## config.mk

```make
export PLATFORM = sky130hd
export DESIGN_NAME = ins_cache_fill_ctrl
export DESIGN_NICKNAME = d
export VERILOG_FILES = /design/src/rtl/ins_cache_fill_ctrl.sv
export SDC_FILE = /design/constraint.sdc
export NUM_CORES = 2
export LEC_CHECK = 0
export CAP_MARGIN = 10
export CORE_AREA = 4 4 513 515
export DETAILED_ROUTE_END_ITERATION = 8
export DIE_AREA = 0 0 517 519
export PLACE_DENSITY = 0.75
export SYNTH_ARGS = -nofsm -noshare
export SYNTH_HDL_FRONTEND = slang
export SYNTH_SLANG_ARGS = --single-unit
```

## constraint.sdc

```tcl
create_clock -name clk -period 6.2 [get_ports clk]
set_input_delay 0.93 -clock clk [delete_from_list [all_inputs] [get_ports clk]]
set_output_delay 0.93 -clock clk [all_outputs]
set_load 0.03 [all_outputs]
```

## src/rtl/ins_cache_fill_ctrl.sv

```systemverilog
// Instruction cache fill controller: a single-window instruction cache that is
// refilled from DDR by one burst read whenever a fetch falls outside the window.
module ins_cache_fill_ctrl #(
  parameter int ISA_DEPTH      = 128,
  parameter int ISA_WIDTH      = 30,
  parameter int ADDR_WIDTH_MEM = 16,
  parameter int DDR_ADDR_WIDTH = 28
) (
  input  logic                      clk,
  input  logic                      rst,
  input  logic                      ins_req,
  input  logic [ADDR_WIDTH_MEM-1:0] addr_ins,
  output logic                      ins_valid,
  output logic [ISA_WIDTH-1:0]      ins_out,
  output logic                      ins_err,
  output logic                      busy,
  output logic                      rd_burst_req,
  output logic [DDR_ADDR_WIDTH-1:0] rd_burst_addr,
  output logic [9:0]                rd_burst_len,
  input  logic                      rd_burst_data_valid,
  input  logic [ISA_WIDTH-1:0]      rd_burst_data,
  output logic [ADDR_WIDTH_MEM-1:0] tag_ins,
  output logic [9:0]                load_times
);

  localparam int IDX_W = (ISA_DEPTH > 1) ? $clog2(ISA_DEPTH) : 1;
  localparam int CMP_W = ADDR_WIDTH_MEM + 1;

  typedef enum logic [2:0] {
    S_IDLE,
    S_LOOKUP,
    S_MISS_REQ,
    S_FILL,
    S_RESP
  } state_t;

  state_t                    state_q, state_d;
  logic [ADDR_WIDTH_MEM-1:0] addr_q;
  logic                      tag_valid_q;
  logic [IDX_W-1:0]          cnt_q;
  logic [ISA_WIDTH-1:0]      cache [ISA_DEPTH];

  logic [CMP_W-1:0] addr_ext, tag_lo, tag_hi;
  logic             hit, illegal, beat_we, last_beat;
  logic [IDX_W-1:0] rd_idx;

  // Window test is done one bit wider so a window near the top of the address
  // space never wraps around and aliases low addresses.
  assign addr_ext  = {1'b0, addr_q};
  assign tag_lo    = {1'b0, tag_ins};
  assign tag_hi    = tag_lo + CMP_W'(ISA_DEPTH);
  assign hit       = tag_valid_q && (addr_ext >= tag_lo) && (addr_ext < tag_hi);
  assign illegal   = addr_q[ADDR_WIDTH_MEM-1];
  assign beat_we   = ((state_q == S_MISS_REQ) || (state_q == S_FILL)) && rd_burst_data_valid;
  assign last_beat = beat_we && (cnt_q == IDX_W'(ISA_DEPTH - 1));
  assign rd_idx    = IDX_W'(addr_q - tag_ins);

  assign busy          = (state_q != S_IDLE);
  assign rd_burst_req  = (state_q == S_MISS_REQ);
  assign rd_burst_addr = rd_burst_req ? (DDR_ADDR_WIDTH'(addr_q) << 3) : '0;
  assign rd_burst_len  = 10'(ISA_DEPTH);

  always_ff @(posedge clk or negedge rst) begin
    if (!rst) state_q <= S_IDLE;
    else      state_q <= state_d;
  end

  // NOTE: state_d gets its default before the case so no path leaves it
  // unassigned; otherwise synthesis would infer a latch.
  always_comb begin
    state_d = state_q;
    unique case (state_q)
      S_IDLE:     if (ins_req) state_d = S_LOOKUP;
      S_LOOKUP: begin
        if (illegal)  state_d = S_IDLE;
        else if (hit) state_d = S_RESP;
        else          state_d = S_MISS_REQ;
      end
      S_MISS_REQ: if (beat_we) state_d = last_beat ? S_RESP : S_FILL;
      S_FILL:     if (last_beat) state_d = S_RESP;
      S_RESP:     state_d = S_IDLE;
      default:    state_d = S_IDLE;
    endcase
  end

  // NOTE: sequential state uses non-blocking assignments so every register
  // samples pre-edge values regardless of statement order.
  always_ff @(posedge clk or negedge rst) begin
    if (!rst) begin
      addr_q      <= '0;
      tag_ins     <= '0;
      tag_valid_q <= 1'b0;
      cnt_q       <= '0;
      load_times  <= '0;
      ins_out     <= '0;
      ins_valid   <= 1'b0;
      ins_err     <= 1'b0;
    end else begin
      ins_valid <= 1'b0;
      ins_err   <= 1'b0;
      unique case (state_q)
        S_IDLE: if (ins_req) addr_q <= addr_ins;
        S_LOOKUP: begin
          if (illegal) begin
            ins_err <= 1'b1;
          end else if (!hit) begin
            tag_ins     <= addr_q;
            tag_valid_q <= 1'b0;
            cnt_q       <= '0;
          end
        end
        S_MISS_REQ, S_FILL: begin
          if (beat_we) begin
            cnt_q <= cnt_q + 1'b1;
            if (last_beat) begin
              tag_valid_q <= 1'b1;
              if (load_times != 10'h3FF) load_times <= load_times + 10'd1;
            end
          end
        end
        S_RESP: begin
          // After a fill tag_ins equals the fetch address, so rd_idx is 0.
          ins_valid <= 1'b1;
          ins_out   <= cache[rd_idx];
        end
        default: ;
      endcase
    end
  end

  // NOTE: the cache array has no reset; tag_valid gates every use of its
  // contents, and leaving it unreset lets it map onto plain RAM.
  always_ff @(posedge clk) begin
    if (beat_we) cache[cnt_q] <= rd_burst_data;
  end

endmodule

```

==> results.tsv <==
stage	metric	value	unit
status	status	completed	
global_routing	grt_max_degree	101	
die	start_util	58.7	%
logic_synthesis	ys_types	52	
detailed_routing	drc	0	
sta	tightest_slew	1.35	ns
logic_synthesis	synth_top_family_by_area	multiplexers	
placed_design	dp_hpwl	222	mm
sta	finClkSkew	0.0769	ns
detailed_routing	drt-total-wl	391	mm
global_routing	antenna_found_initial	26	
logic_synthesis	ys.flop_type	edfxtp_1	
die	die_y	519	µm
setup_path	start_kind	flop	
logic_synthesis	ys_ff_latch	3924	
cts	cts-buffers-inserted	396	
global_routing	grt_usage	29.4	%
placed_design	gp_congestion	0.851	
logic_synthesis	yosysSeqAreaShare	77.3	%
flow_run	maxCapViolations	0	
detailed_routing	vias_per_cell	6.89	
placed_design	portBuffers	124	
logic_synthesis	syn_area	152000	µm²
detailed_routing	first_pass_iters	8	
sta	hold_viol	0	
logic_synthesis	async_reset_ff_share	2.14	%
sta	period_share	87.3	%
cts	clock_latency	0.99	ns
final_layout	nFillCells	15600	
setup_path	crit_fanout	29	
die	rows	187	
final_layout	layout_common_cells	edfxtp_1, mux4_2, clkbuf_16	
global_routing	grt_pass1_vias	74700	
final_layout	final_common_cell	edfxtp_1	
sta	final.setup.tns	0	ns
logic_synthesis	synthMuxAreaShare	17.4	%
final_layout	syn_to_final_growth	13.2	%
sta	rsz0062_at_grt	false	
logic_synthesis	synth_cells	6661	
die	die_width	517	µm
sta	relSlewSlack	9.50	%
die	die-area	268000	µm²
logic_synthesis	synth_fa_ha_area_share	0.236	%
cts	clockBufferDepth	4	
sta	period_needed	5.41	ns
min_path	hold_class	in2reg	
die	core-area	259000	µm²
detailed_routing	wl_per_cell	36.2	µm
setup_path	end_kind	flop	
detailed_routing	drt_iter0_drc	11500	
final_layout	drive_above_1_share	30.9	%
setup_path	cp.required	7.02	ns
global_routing	grt_pass1_wl	559	mm
cts	tritoncts	yes	
sta	fmaxAchievable	0.185	GHz
cts	clkTransAtPathRegs	0.06	ns
setup_path	worstPathArrival	6.23	ns
sta	slew_viol_final	0	
detailed_routing	vias	74300	
detailed_routing	drtAntennaViolNets	0	
cts	clockRootBuffer	clkbuf_16	
setup_path	crit_type	reg2reg	
logic_synthesis	ys_warn_count	0	
sta	setup_viol	0	
cts	cts_num_sinks	3924	
global_routing	grt_overflow	0	
logic_synthesis	synthSimpleGateAreaFrac	1.35	%
cts	htreeDepth	5	
logic_synthesis	synth_xor_area_share	0.109	%
logic_synthesis	synth_edf_count	3840	
logic_synthesis	synth_compound_area_share	2.14	%
final_layout	fin_nets	7153	
die	io_pins	148	
logic_synthesis	avgSynthCellArea	22.8	µm²
==> cell type report <==
cell class | count | area, µm² | area share, %
multi-input combinational | 2328 | 33500 | 19.5
clock buffer | 468 | 10400 | 6.05
clock inverter | 239 | 2530 | 1.47
antenna | 9 | 22.5 | 0.0131
inverter | 25 | 93.8 | 0.0546
tap | 3402 | 4260 | 2.48
timing repair buffer | 400 | 3700 | 2.15
sequential | 3924 | 117000 | 68.3
==> state kept, by name (all words and copies together) (netlist names) <==
signal and cells:
ins_valid 1, cnt_q 7, tag_valid_q 1, tag_ins 15
load_times 10, addr_q 16, ins_out 30, cache 3840
ins_err 1, state_q 3
==> layer usage <==
layer / track usage (%) / share of wire, % / up-vias / wire length [µm]
li1: - / - / 29200 / -
met1: 41.3 / 35 / 39200 / 138000
met2: 44.6 / 47 / 5054 / 185000
met3: 5.99 / 11 / 922 / 43700
met4: 15.3 / 6.2 / 4 / 24300
met5: 0 / 0.0069 / - / 27
==> through the flow <==
stage / setup slack [ns] / cell area [µm²] / hold WS [ns] / utilization (%) / std cells
after floorplan: 2.75 / 152000 / 0.487 / - / 6682
after global placement: 0.481 / 159000 / 0.480 / 61.3 / 10100
after detailed placement: 0.880 / 159000 / 0.487 / 61.4 / 10100
after CTS: 0.883 / 172000 / 0.355 / 66.4 / 10800
after global routing: 0.719 / 172000 / 0.380 / 66.4 / 10800
final: 0.788 / 172000 / 0.399 / 66.4 / 10800
==> worst paths after layout <==
path	cells after the start	to	slack (ns)	startpoint
setup / recovery	11	ins_out[9]	0.79	addr_q[0]
hold / removal	1	cache[13][24]	0.40	rd_burst_data[24]
setup reg to reg	11	ins_out[9]	0.79	addr_q[0]
hold reg to reg	1	load_times[8]	0.49	load_times[8]
max in group asynchronous	3	ins_out[18]	4.29	rst
min in group asynchronous	2	addr_q[15]	0.56	rst
==> logic make-up after synthesis <==
group | after synthesis
and+or+nand+nor | 413
xor gates and xnor gates | 18
AOI/OAI and AO/OA | 434
buffers and inverters | 430
adders and majority gates | 28
other | 2
DFF | 3924
muxes | 1412
==> critical path, cell delays in order (launching register included) <==
cell	delay (ns)
dfrtp_1	0.39
inv_1	0.12
ha_4	0.14
inv_1	0.06
fa_4	1.24
buf_4	0.56
mux4_2	0.39
nor2b_1	0.15
a2111oi_0	0.99
a211oi_1	0.43
mux2i_1	0.56
o221ai_1	0.19
==> synth_stat cells, drive strengths merged (25+ instances only) <==
master	count	share of area (%)
clkbuf	163	0.40
inv	25	0.062
nor2	141	0.35
edfxtp	3840	76
buf	242	0.93
mux4	960	14
nor2b	126	0.52
o22ai	121	0.50
mux2i	180	1.2
nand2	71	0.18
dfrtp	84	1.4
mux2	272	2.0
o221ai	31	0.18
a211oi	121	0.60
ha	27	0.22
a2111oi	120	0.69
==> repair_timing <==
item,in CTS,in global routing
hold endpoints to repair,30,0
buffers inserted,0,0
resized for setup,0,0
hold buffers,1,0
setup endpoints to repair,0,0
Power is left out: the tool's default activity adds up to more than one toggle a clock period on the data nets, which glitch-free logic cannot reach.
